[src/rtl/dsp_mixer_if.sv]
// Channel-contribution and stereo-sample bus between the voice stage, the mixer and the echo/FIR stage.
interface dsp_mixer_if;
  logic                cpu_en;
  logic                exe_32khz;
  logic                ch_valid;
  logic [2:0]          ch_index;
  logic signed [14:0]  chsound_l;
  logic signed [14:0]  chsound_r;
  logic [7:0]          eon;
  logic                mix_start;
  logic signed [7:0]   mvol_l;
  logic signed [7:0]   mvol_r;
  logic signed [7:0]   evol_l;
  logic signed [7:0]   evol_r;
  logic signed [15:0]  echo_in_l;
  logic signed [15:0]  echo_in_r;
  logic                mute;
  logic signed [15:0]  echo_send_l;
  logic signed [15:0]  echo_send_r;
  logic signed [15:0]  sound_l;
  logic signed [15:0]  sound_r;
  logic                sound_valid;

  modport master (
    output cpu_en, exe_32khz, ch_valid, ch_index, chsound_l, chsound_r, eon,
           mix_start, mvol_l, mvol_r, evol_l, evol_r, echo_in_l, echo_in_r, mute,
    input  echo_send_l, echo_send_r, sound_l, sound_r, sound_valid
  );

  modport slave (
    input  cpu_en, exe_32khz, ch_valid, ch_index, chsound_l, chsound_r, eon,
           mix_start, mvol_l, mvol_r, evol_l, evol_r, echo_in_l, echo_in_r, mute,
    output echo_send_l, echo_send_r, sound_l, sound_r, sound_valid
  );
endinterface

[src/rtl/dsp_mixer.sv]
// Per-frame channel accumulator and final stereo mixer: main/echo-send sums, master volume,
// echo return and mute, producing one 16-bit stereo sample per 32 kHz period.
module dsp_mixer #(
  parameter int NUM_CH = 8
) (
  input  logic         clk,
  input  logic         reset,
  dsp_mixer_if.slave   mix
);

  localparam int DATA_W = 16;
  localparam int COEF_W = 8;
  localparam int PROD_W = DATA_W + COEF_W + 1;

  localparam logic signed [PROD_W-1:0] MAX_V = 32767;
  localparam logic signed [PROD_W-1:0] MIN_V = -32768;

  typedef enum logic [1:0] {IDLE, ACCUM, MAIN, ECHO} state_t;

  function automatic logic signed [DATA_W-1:0] sat16(input logic signed [PROD_W-1:0] x);
    if (x > MAX_V)      return MAX_V[DATA_W-1:0];
    else if (x < MIN_V) return MIN_V[DATA_W-1:0];
    else                return x[DATA_W-1:0];
  endfunction

  function automatic logic signed [DATA_W-1:0] add_sat(input logic signed [DATA_W-1:0] a,
                                                       input logic signed [DATA_W-1:0] b);
    logic signed [PROD_W-1:0] ea;
    logic signed [PROD_W-1:0] eb;
    ea = {{(PROD_W-DATA_W){a[DATA_W-1]}}, a};
    eb = {{(PROD_W-DATA_W){b[DATA_W-1]}}, b};
    return sat16(ea + eb);
  endfunction

  // Q1.7 volume: the product is scaled back by 2^7 with an arithmetic (flooring) shift.
  function automatic logic signed [DATA_W-1:0] scale(input logic signed [DATA_W-1:0] a,
                                                     input logic signed [COEF_W-1:0] v);
    logic signed [PROD_W-1:0] ea;
    logic signed [PROD_W-1:0] ev;
    logic signed [PROD_W-1:0] p;
    ea = {{(PROD_W-DATA_W){a[DATA_W-1]}}, a};
    ev = {{(PROD_W-COEF_W){v[COEF_W-1]}}, v};
    p  = ea * ev;
    return sat16(p >>> 7);
  endfunction

  state_t                    state;
  logic [NUM_CH-1:0]         seen;
  logic signed [DATA_W-1:0]  main_acc_l, main_acc_r;
  logic signed [DATA_W-1:0]  echo_acc_l, echo_acc_r;
  logic signed [DATA_W-1:0]  echo_send_l_p0, echo_send_r_p0;
  logic signed [DATA_W-1:0]  main_l_p1, main_r_p1;
  logic signed [DATA_W-1:0]  sound_l_p2, sound_r_p2;
  logic                      vld_p2;

  logic signed [DATA_W-1:0]  ch_l, ch_r;
  logic signed [DATA_W-1:0]  main_base_l, main_base_r, echo_base_l, echo_base_r;
  logic signed [DATA_W-1:0]  main_nxt_l, main_nxt_r, echo_nxt_l, echo_nxt_r;
  logic [NUM_CH-1:0]         seen_nxt;
  logic [NUM_CH-1:0]         ch_onehot;
  logic                      take;

  // A frame start clears and may add in the same cycle, so the add is built on a cleared base.
  always_comb begin
    ch_l        = {mix.chsound_l[14], mix.chsound_l};
    ch_r        = {mix.chsound_r[14], mix.chsound_r};
    main_base_l = mix.exe_32khz ? '0 : main_acc_l;
    main_base_r = mix.exe_32khz ? '0 : main_acc_r;
    echo_base_l = mix.exe_32khz ? '0 : echo_acc_l;
    echo_base_r = mix.exe_32khz ? '0 : echo_acc_r;
    ch_onehot   = '0;
    ch_onehot[mix.ch_index] = 1'b1;
    take = mix.ch_valid &&
           (mix.exe_32khz || ((state == ACCUM) && !seen[mix.ch_index]));
    main_nxt_l = take ? add_sat(main_base_l, ch_l) : main_base_l;
    main_nxt_r = take ? add_sat(main_base_r, ch_r) : main_base_r;
    echo_nxt_l = (take && mix.eon[mix.ch_index]) ? add_sat(echo_base_l, ch_l) : echo_base_l;
    echo_nxt_r = (take && mix.eon[mix.ch_index]) ? add_sat(echo_base_r, ch_r) : echo_base_r;
    seen_nxt   = (mix.exe_32khz ? '0 : seen) | (take ? ch_onehot : '0);
  end

  always_ff @(posedge clk) begin
    if (reset) begin
      state          <= IDLE;
      seen           <= '0;
      main_acc_l     <= '0;
      main_acc_r     <= '0;
      echo_acc_l     <= '0;
      echo_acc_r     <= '0;
      echo_send_l_p0 <= '0;
      echo_send_r_p0 <= '0;
      main_l_p1      <= '0;
      main_r_p1      <= '0;
      sound_l_p2     <= '0;
      sound_r_p2     <= '0;
      vld_p2         <= 1'b0;
    end else begin
      vld_p2 <= 1'b0;
      if (mix.cpu_en) begin
        main_acc_l <= main_nxt_l;
        main_acc_r <= main_nxt_r;
        echo_acc_l <= echo_nxt_l;
        echo_acc_r <= echo_nxt_r;
        seen       <= seen_nxt;
        if (mix.exe_32khz) begin
          state <= ACCUM;
        end else begin
          unique case (state)
            IDLE: state <= IDLE;
            // p0: echo-send latch, including a contribution arriving with mix_start
            ACCUM: begin
              if (mix.mix_start) begin
                echo_send_l_p0 <= echo_nxt_l;
                echo_send_r_p0 <= echo_nxt_r;
                state          <= MAIN;
              end
            end
            // p1: master volume
            MAIN: begin
              main_l_p1 <= scale(main_acc_l, mix.mvol_l);
              main_r_p1 <= scale(main_acc_r, mix.mvol_r);
              state     <= ECHO;
            end
            // p2: echo return, mute, output sample
            ECHO: begin
              sound_l_p2 <= mix.mute ? '0 : add_sat(main_l_p1, scale(mix.echo_in_l, mix.evol_l));
              sound_r_p2 <= mix.mute ? '0 : add_sat(main_r_p1, scale(mix.echo_in_r, mix.evol_r));
              vld_p2     <= 1'b1;
              state      <= IDLE;
            end
            default: state <= IDLE;
          endcase
        end
      end
    end
  end

  assign mix.echo_send_l = echo_send_l_p0;
  assign mix.echo_send_r = echo_send_r_p0;
  assign mix.sound_l     = sound_l_p2;
  assign mix.sound_r     = sound_r_p2;
  assign mix.sound_valid = vld_p2;

endmodule

[src/flat_wrapper.sv]
// flat-port wrapper written by rule: the top's interface ports become plain ports
module dsp_mixer_flat 
#(
  parameter int NUM_CH = 8
)
  (clk, reset, mix_cpu_en, mix_exe_32khz, mix_ch_valid, mix_ch_index, mix_chsound_l, mix_chsound_r, mix_eon, mix_mix_start, mix_mvol_l, mix_mvol_r, mix_evol_l, mix_evol_r, mix_echo_in_l, mix_echo_in_r, mix_mute, mix_echo_send_l, mix_echo_send_r, mix_sound_l, mix_sound_r, mix_sound_valid);
  dsp_mixer_if mix_i ();
  input  logic clk;
  input  logic reset;
  input wire logic [$bits(mix_i.cpu_en)-1:0] mix_cpu_en;
  input wire logic [$bits(mix_i.exe_32khz)-1:0] mix_exe_32khz;
  input wire logic [$bits(mix_i.ch_valid)-1:0] mix_ch_valid;
  input wire logic [$bits(mix_i.ch_index)-1:0] mix_ch_index;
  input wire logic [$bits(mix_i.chsound_l)-1:0] mix_chsound_l;
  input wire logic [$bits(mix_i.chsound_r)-1:0] mix_chsound_r;
  input wire logic [$bits(mix_i.eon)-1:0] mix_eon;
  input wire logic [$bits(mix_i.mix_start)-1:0] mix_mix_start;
  input wire logic [$bits(mix_i.mvol_l)-1:0] mix_mvol_l;
  input wire logic [$bits(mix_i.mvol_r)-1:0] mix_mvol_r;
  input wire logic [$bits(mix_i.evol_l)-1:0] mix_evol_l;
  input wire logic [$bits(mix_i.evol_r)-1:0] mix_evol_r;
  input wire logic [$bits(mix_i.echo_in_l)-1:0] mix_echo_in_l;
  input wire logic [$bits(mix_i.echo_in_r)-1:0] mix_echo_in_r;
  input wire logic [$bits(mix_i.mute)-1:0] mix_mute;
  output wire logic [$bits(mix_i.echo_send_l)-1:0] mix_echo_send_l;
  output wire logic [$bits(mix_i.echo_send_r)-1:0] mix_echo_send_r;
  output wire logic [$bits(mix_i.sound_l)-1:0] mix_sound_l;
  output wire logic [$bits(mix_i.sound_r)-1:0] mix_sound_r;
  output wire logic [$bits(mix_i.sound_valid)-1:0] mix_sound_valid;
  assign mix_i.cpu_en = mix_cpu_en;
  assign mix_i.exe_32khz = mix_exe_32khz;
  assign mix_i.ch_valid = mix_ch_valid;
  assign mix_i.ch_index = mix_ch_index;
  assign mix_i.chsound_l = mix_chsound_l;
  assign mix_i.chsound_r = mix_chsound_r;
  assign mix_i.eon = mix_eon;
  assign mix_i.mix_start = mix_mix_start;
  assign mix_i.mvol_l = mix_mvol_l;
  assign mix_i.mvol_r = mix_mvol_r;
  assign mix_i.evol_l = mix_evol_l;
  assign mix_i.evol_r = mix_evol_r;
  assign mix_i.echo_in_l = mix_echo_in_l;
  assign mix_i.echo_in_r = mix_echo_in_r;
  assign mix_i.mute = mix_mute;
  assign mix_echo_send_l = mix_i.echo_send_l;
  assign mix_echo_send_r = mix_i.echo_send_r;
  assign mix_sound_l = mix_i.sound_l;
  assign mix_sound_r = mix_i.sound_r;
  assign mix_sound_valid = mix_i.sound_valid;
  dsp_mixer #(.NUM_CH(NUM_CH)) u_core (.clk(clk), .reset(reset), .mix(mix_i));
endmodule
[config.mk]
export PLATFORM = sky130hd
export DESIGN_NAME = dsp_mixer_flat
export DESIGN_NICKNAME = d
export VERILOG_FILES = /design/src/rtl/dsp_mixer_if.sv /design/src/rtl/dsp_mixer.sv /design/src/flat_wrapper.sv
export SDC_FILE = /design/constraint.sdc
export NUM_CORES = 2
export LEC_CHECK = 0
export ABC_CLOCK_PERIOD_IN_PS = 12200
export BUFFER_PORTS_ARGS = -buffer_cell sky130_fd_sc_hd__buf_4
export CORE_UTILIZATION = 45
export CTS_CLUSTER_DIAMETER = 120
export CTS_CLUSTER_SIZE = 16
export DETAILED_ROUTE_END_ITERATION = 6
export RECOVER_POWER = 50
export SYNTH_ARGS = -nofsm -noshare
export SYNTH_HDL_FRONTEND = slang
export SYNTH_SLANG_ARGS = --single-unit
[constraint.sdc]
create_clock -name clk -period 12.2 [get_ports clk]
set_input_delay 3.05 -clock clk [delete_from_list [all_inputs] [get_ports clk]]
set_output_delay 3.05 -clock clk [all_outputs]
set_load 0.02 [all_outputs]
# After elaboration in Yosys (flattened, before gate mapping)
# Cells that the tools add are included.
# op_classes
reduce_logical	13
magnitude_cmp	22
n_mux	50
n_bitwise	3
addsub	6
multipliers	4
n_eq_ne	4
# op_table
cell	n
2-to-1 mux 16 bit	38
> comparator 25 x 16 -> 1 bit (second input constant)	6
< comparator 25 x 16 -> 1 bit (second input constant)	6
multiplier 16 x 8 -> 24 bit	4
adder 16 x 15 -> 17 bit	4
> comparator 17 x 16 -> 1 bit (second input constant)	4
< comparator 17 x 16 -> 1 bit (second input constant)	4
adder 16 x 16 -> 17 bit	2
2-to-1 mux 8 bit	2
OR 8 bit	1
binary-select mux 1 bit (select 3 bit)	2
case mux 2 bit (3 select lines)	1
AND reduction 3 bit	2
equality test 2 bit (second input constant)	2
logical AND 1 bit	4
< comparator 3 x 4 -> 1 bit (second input constant)	1
2-to-1 mux 1 bit	4
2-to-1 mux 2 bit	2
AND reduction 4 bit	1
demux 1 bit (select 3 bit)	1
>= comparator 3 x 1 -> 1 bit (second input constant)	1
inequality test 3 bit (second input constant)	1
OR reduction 3 bit	1
equality test 2 x 1 -> 1 bit (second input constant)	1
other kinds (6)	7
# word_totals
output_inout_bits	65
in_bits	112
ff_bits	171
elab_cells	115

# Longest topological paths before layout
# logic_depth
depth_word	13
depth_mapped	34
mapped_depth_nobuf	31

# Worst setup path after synthesis
# Ideal clock, no wire load.
# synth_path
path_type	in2reg
startpoint	input mix_evol_r[7]
endpoint	register u_core.sound_r_p2[1] (netlist: u_core.mix.sound_r[1])
n_path_buf	3
setup_slack_ns	1.982
path_stages	32
arrival_time_ns	10.085
required_time_ns	12.068
path_cell_list	inv_1 > buf_1 > nor2_1 > fa_1 > fa_1 > fa_1 > inv_1 > fa_1 > inv_1 > ha_1 > a21o_1 > a21o_1 > a2111oi_1 > a31oi_1 > a21o_1 > a211o_1 > o31ai_4 > buf_2 > a21oi_1 > ha_1 > inv_1 > fa_1 > inv_1 > a21o_1 > a211oi_2 > a21oi_1 > a221oi_1 > a41oi_1 > o21a_1 > buf_2 > o21ai_0 > a21oi_1
# synth_via
elab_chain_cells	13
word_cells_on_any_way	15
cone_classes	add/sub (1); mul (1); order compare (4); mux (9)
# synth_rtl
item	line_no	source
from (decl)	flat_wrapper.sv:21	input wire logic [$bits(mix_i.evol_r)-1:0] mix_evol_r;
multiplier 16 x 8 -> 24 bit *	dsp_mixer.sv:43	p = ea * ev;
< comparator 17 x 16 -> 1 bit	dsp_mixer.sv:22	else if (x < MIN_V) return MIN_V[DATA_W-1:0];
2-to-1 mux 16 bit	dsp_mixer.sv:22	
2-to-1 mux 16 bit *	dsp_mixer.sv:21	if (x > MAX_V) return MAX_V[DATA_W-1:0];
2-to-1 mux 16 bit *	dsp_mixer.sv:108	unique case (state)
2-to-1 mux 16 bit *	dsp_mixer.sv:105	if (mix.exe_32khz) begin
2-to-1 mux 16 bit *	dsp_mixer.sv:99	if (mix.cpu_en) begin
2-to-1 mux 16 bit *	dsp_mixer.sv:83	if (reset) begin
adder 16 x 16 -> 17 bit *	dsp_mixer.sv:32	return sat16(ea + eb);
< comparator 25 x 16 -> 1 bit	dsp_mixer.sv:22	
2-to-1 mux 16 bit	dsp_mixer.sv:22	
2-to-1 mux 16 bit *	dsp_mixer.sv:21	
2-to-1 mux 16 bit *	dsp_mixer.sv:127	sound_r_p2 <= mix.mute ? '0 : add_sat(main_r_p1, scale(mix.echo_in_r, mix.evol_r));
to (signal assigned)	dsp_mixer.sv:127	
to (decl)	dsp_mixer.sv:53	logic signed [DATA_W-1:0] sound_l_p2, sound_r_p2;
# Mark *: on every way between the ends. The rest lies on a longest branch, timed or not. The select of a mux whose other input is x is not followed.
# A chain may end at the register's enable or synchronous reset.

# Worst setup path in the final report
# layout_path
startpoint	input mix_evol_r[7]
endpoint	register u_core.sound_r_p2[14] (netlist: u_core.mix.sound_r[14])
# Same word-level chain as after synthesis.

==> key figures <==
Global route
  – Total gr overflow: 0
  – Vias in the first global route: 23010
  – First-pass GRT wire length: 117.8 mm
  – Initial antenna violation count: 0
  – GRT Util Overall: ~22%
  – Largest net degree at the start of global routing: 86

Routing
  – Routed WL: between 60 and 70 mm
  – DRT antenna net count: 0
  – DRC violations left: 2
  – Vias post-DR: between 20000 and 25000
  – Vias per inst: 5.230
  – Pre-antenna DRT Iters: 7
  – Starting DRT DRC Count: 1052
  – DR WL/cell: between 15 and 20 µm

STA
  – Fin crit period: 10.57 ns
  – Slew HR: -78.14%
  – Skew final: 0.01302 ns
  – Worst hold slack: 0.4602 ns
  – Slew Limit Fails: around 120
  – Unrepaired setup endpoints after global routing: no
  – Final Hold Vio Count: 0
  – F_max: about 0.095 GHz
  – Slew at the pin closest to its max-slew limit: 2.672 ns
  – Final period util: ~87%
  – Setup TNS: 0 ns
  – Final setup vio count: 0
  – Final Worst Setup Slack: 1.632 ns

Floorplanning
  – Top-level port count: 177
  – Die Wd: 256.8 µm
  – Die H: 256.8 µm
  – Rows: a little over 90
  – Core footprint: 64350 µm²
  – Die area: 65940 µm²
  – Starting Density: between 40% and 50%

Logic synthesis
  – Top_reg_cell synth: dfxtp_1
  – Fraction of registers with async set/reset: 0%
  – Synth Cell Area: 29210 µm²
  – Sequential area share after synthesis: 11.72%
  – Synth unique cells: 93
  – Yosys warning count: 0
  – Syn Nets: 4201
  – Post-synth EDFFs: 0
  – Synth Instances: 3408
  – Syn Area/Cell: 8.572 µm²
  – FF+latch count, synth: 171

Critical path
  – Worst Setup End Kind: flop
  – Type of origin of the critical path: input pin
  – Worst EP required: 12.53 ns
  – Crit path DAT: 10.90 ns
  – Crit path largest cell delay: around 0.54 ns
  – Slowest-stage cell, CP: fa_1
  – Largest fanout on the critical path: 15
  – Crit path kind: input pin to flop

Clocking
  – Post-CTS sizing: 0
  – Root Driver: clkbuf_16
  – Clock transition at the registers of the reported paths: 0.06 ns
  – CTS Buffer Depth: 2
  – Cts hold-fix bufs: 0
  – CTS buffer count: 17
  – Clock Latency Late Sink: 0.48 ns
  – Post-CTS Repair Setup Buffers: 0
  – Clk sink count: 171
  – CTS tree: built
  – H-tree lvl count: 4

Finish
  – Synthesis-to-finish area growth: 7.397%
  – Most common cell after layout, fill and taps aside: inv_1
  – Layout net count: 4264
  – Share of cells above drive strength 1: under 10%
  – Commonest non-fill, non-tap cells in the layout: 517 x inv_1, 410 x fa_1, 320 x and2_1, 271 x ha_1, 255 x nand2_1
  – Fillers: ~6400
  – Diode count: 0

Run
  – Max-Cap Viols: 3

Outcome
  – Failing checks: design-rule violations, max-capacitance violations, max-slew violations
  – Status: complete, but fails checks

Placed design
  – Setup WS pre-CTS: 1.145 ns
  – Dpl hpwl: 56.46 mm
  – Port Buffer Count: 176
  – RD Place Congestion: ~0.85

Hold path
  – Hold crit path type: flop to flop

Power and ir drop
  – Leak: 15.05 nW
  – Worst IR drop on VDD: 0.1964 mV
  – PwrDens: around 170 nW/µm²
==> report_power, final <==
group | total, W | switching (W) | internal [W]
combinational | 0.00431 | 0.00249 | 0.00182
sequential | 0.000603 | 0.0000268 | 0.000576
clock | 0.000546 | 0.000260 | 0.000286
==> metrics by stage <==
| step | util (%) | total power, W | cell area [µm²] | instances |
|---|---|---|---|---|
| floorplan | - | 0.004024 | 29210 | 3408 |
| global placement | 48.33 | 0.004981 | 31100 | 4307 |
| detailed placement | 48.33 | 0.004962 | 31100 | 4307 |
| CTS | 49.21 | 0.005547 | 31670 | 4339 |
| global route | 48.76 | 0.006072 | 31370 | 4339 |
| finish | 48.76 | 0.005461 | 31370 | 4339 |
==> final timing paths <==
| path | startpoint | end | slack (ns) | cells after the start |
|---|---|---|---|---|
| max | mix_evol_r[7] | u_core.mix.sound_r[14] | 1.63 | 31 |
| min | u_core.mix.sound_l[15] | u_core.mix.sound_l[15] | 0.46 | 2 |
| max reg2reg | u_core.main_acc_l[1] | u_core.main_l_p1[9] | 6.33 | 16 |
| min reg2reg | u_core.mix.sound_l[15] | u_core.mix.sound_l[15] | 0.46 | 2 |
==> layer usage <==
metal	global-route usage, %	vias to the layer above	part of all wire (%)
met2	36.43	319	47
met3	2.303	68	2.7
li1	-	11250	-
met4	4.944	0	1.6
met1	29.99	11060	49
met5	0	-	0
==> cells in the mapped netlist (73+ instances only) <==
master | number | share of area, %
fa_1 | 410 | 28
xnor2_1 | 107 | 3.2
nor2_1 | 212 | 2.7
nand2_1 | 255 | 3.3
inv_1 | 517 | 6.6
clkbuf_1 | 97 | 1.2
and2_1 | 321 | 6.9
nor2b_1 | 91 | 1.9
o21ai_0 | 73 | 1.3
a21oi_1 | 175 | 3.0
ha_1 | 271 | 12
dfxtp_1 | 171 | 12
==> critical path: cells and delay by family <==
kind | cells | cell delay (ns)
buffers and inverters | 6 | 0.74
xor gates and xnor gates | 1 | 0.16
and+or+nand+nor | 4 | 1.03
AOI/OAI and AO/OA | 13 | 3.00
adders and majority gates | 7 | 2.86
==> logic make-up after synthesis <==
| family | count (synthesis) | synth area share [%] |
|---|---|---|
| XOR/XNOR | 161 | 4.917 |
| multiplexers | 12 | 0.5911 |
| buffers and inverters | 660 | 8.669 |
| AND/OR/NAND/NOR | 1064 | 18.76 |
| AO/OA/AOI/OAI | 640 | 14.98 |
| flip-flops | 171 | 11.72 |
| adder cells (fa/ha/maj) | 700 | 40.37 |
==> cell type report <==
cell class	count	area, µm²	area share (%)
repair buffers	187	1152	3.673
clock buffers	19	432.9	1.380
well taps	855	1070	3.410
clock inverters	13	133.9	0.4267
flip-flops and latches	171	3423	10.91
multi-input cells	2577	23220	74.01
inverters	517	1941	6.185
==> sequential cells by signal, summed over array words and instances (netlist names), 8 cells and up <==
register,cells
u_core.echo_acc_r,16
u_core.mix.echo_send_l,16
u_core.main_l_p1,16
u_core.mix.sound_l,16
u_core.mix.echo_send_r,16
u_core.main_acc_l,16
u_core.main_r_p1,16
u_core.echo_acc_l,16
u_core.mix.sound_r,16
u_core.seen,8
u_core.main_acc_r,16
Note: power is estimated with default switching activity, not from simulation.
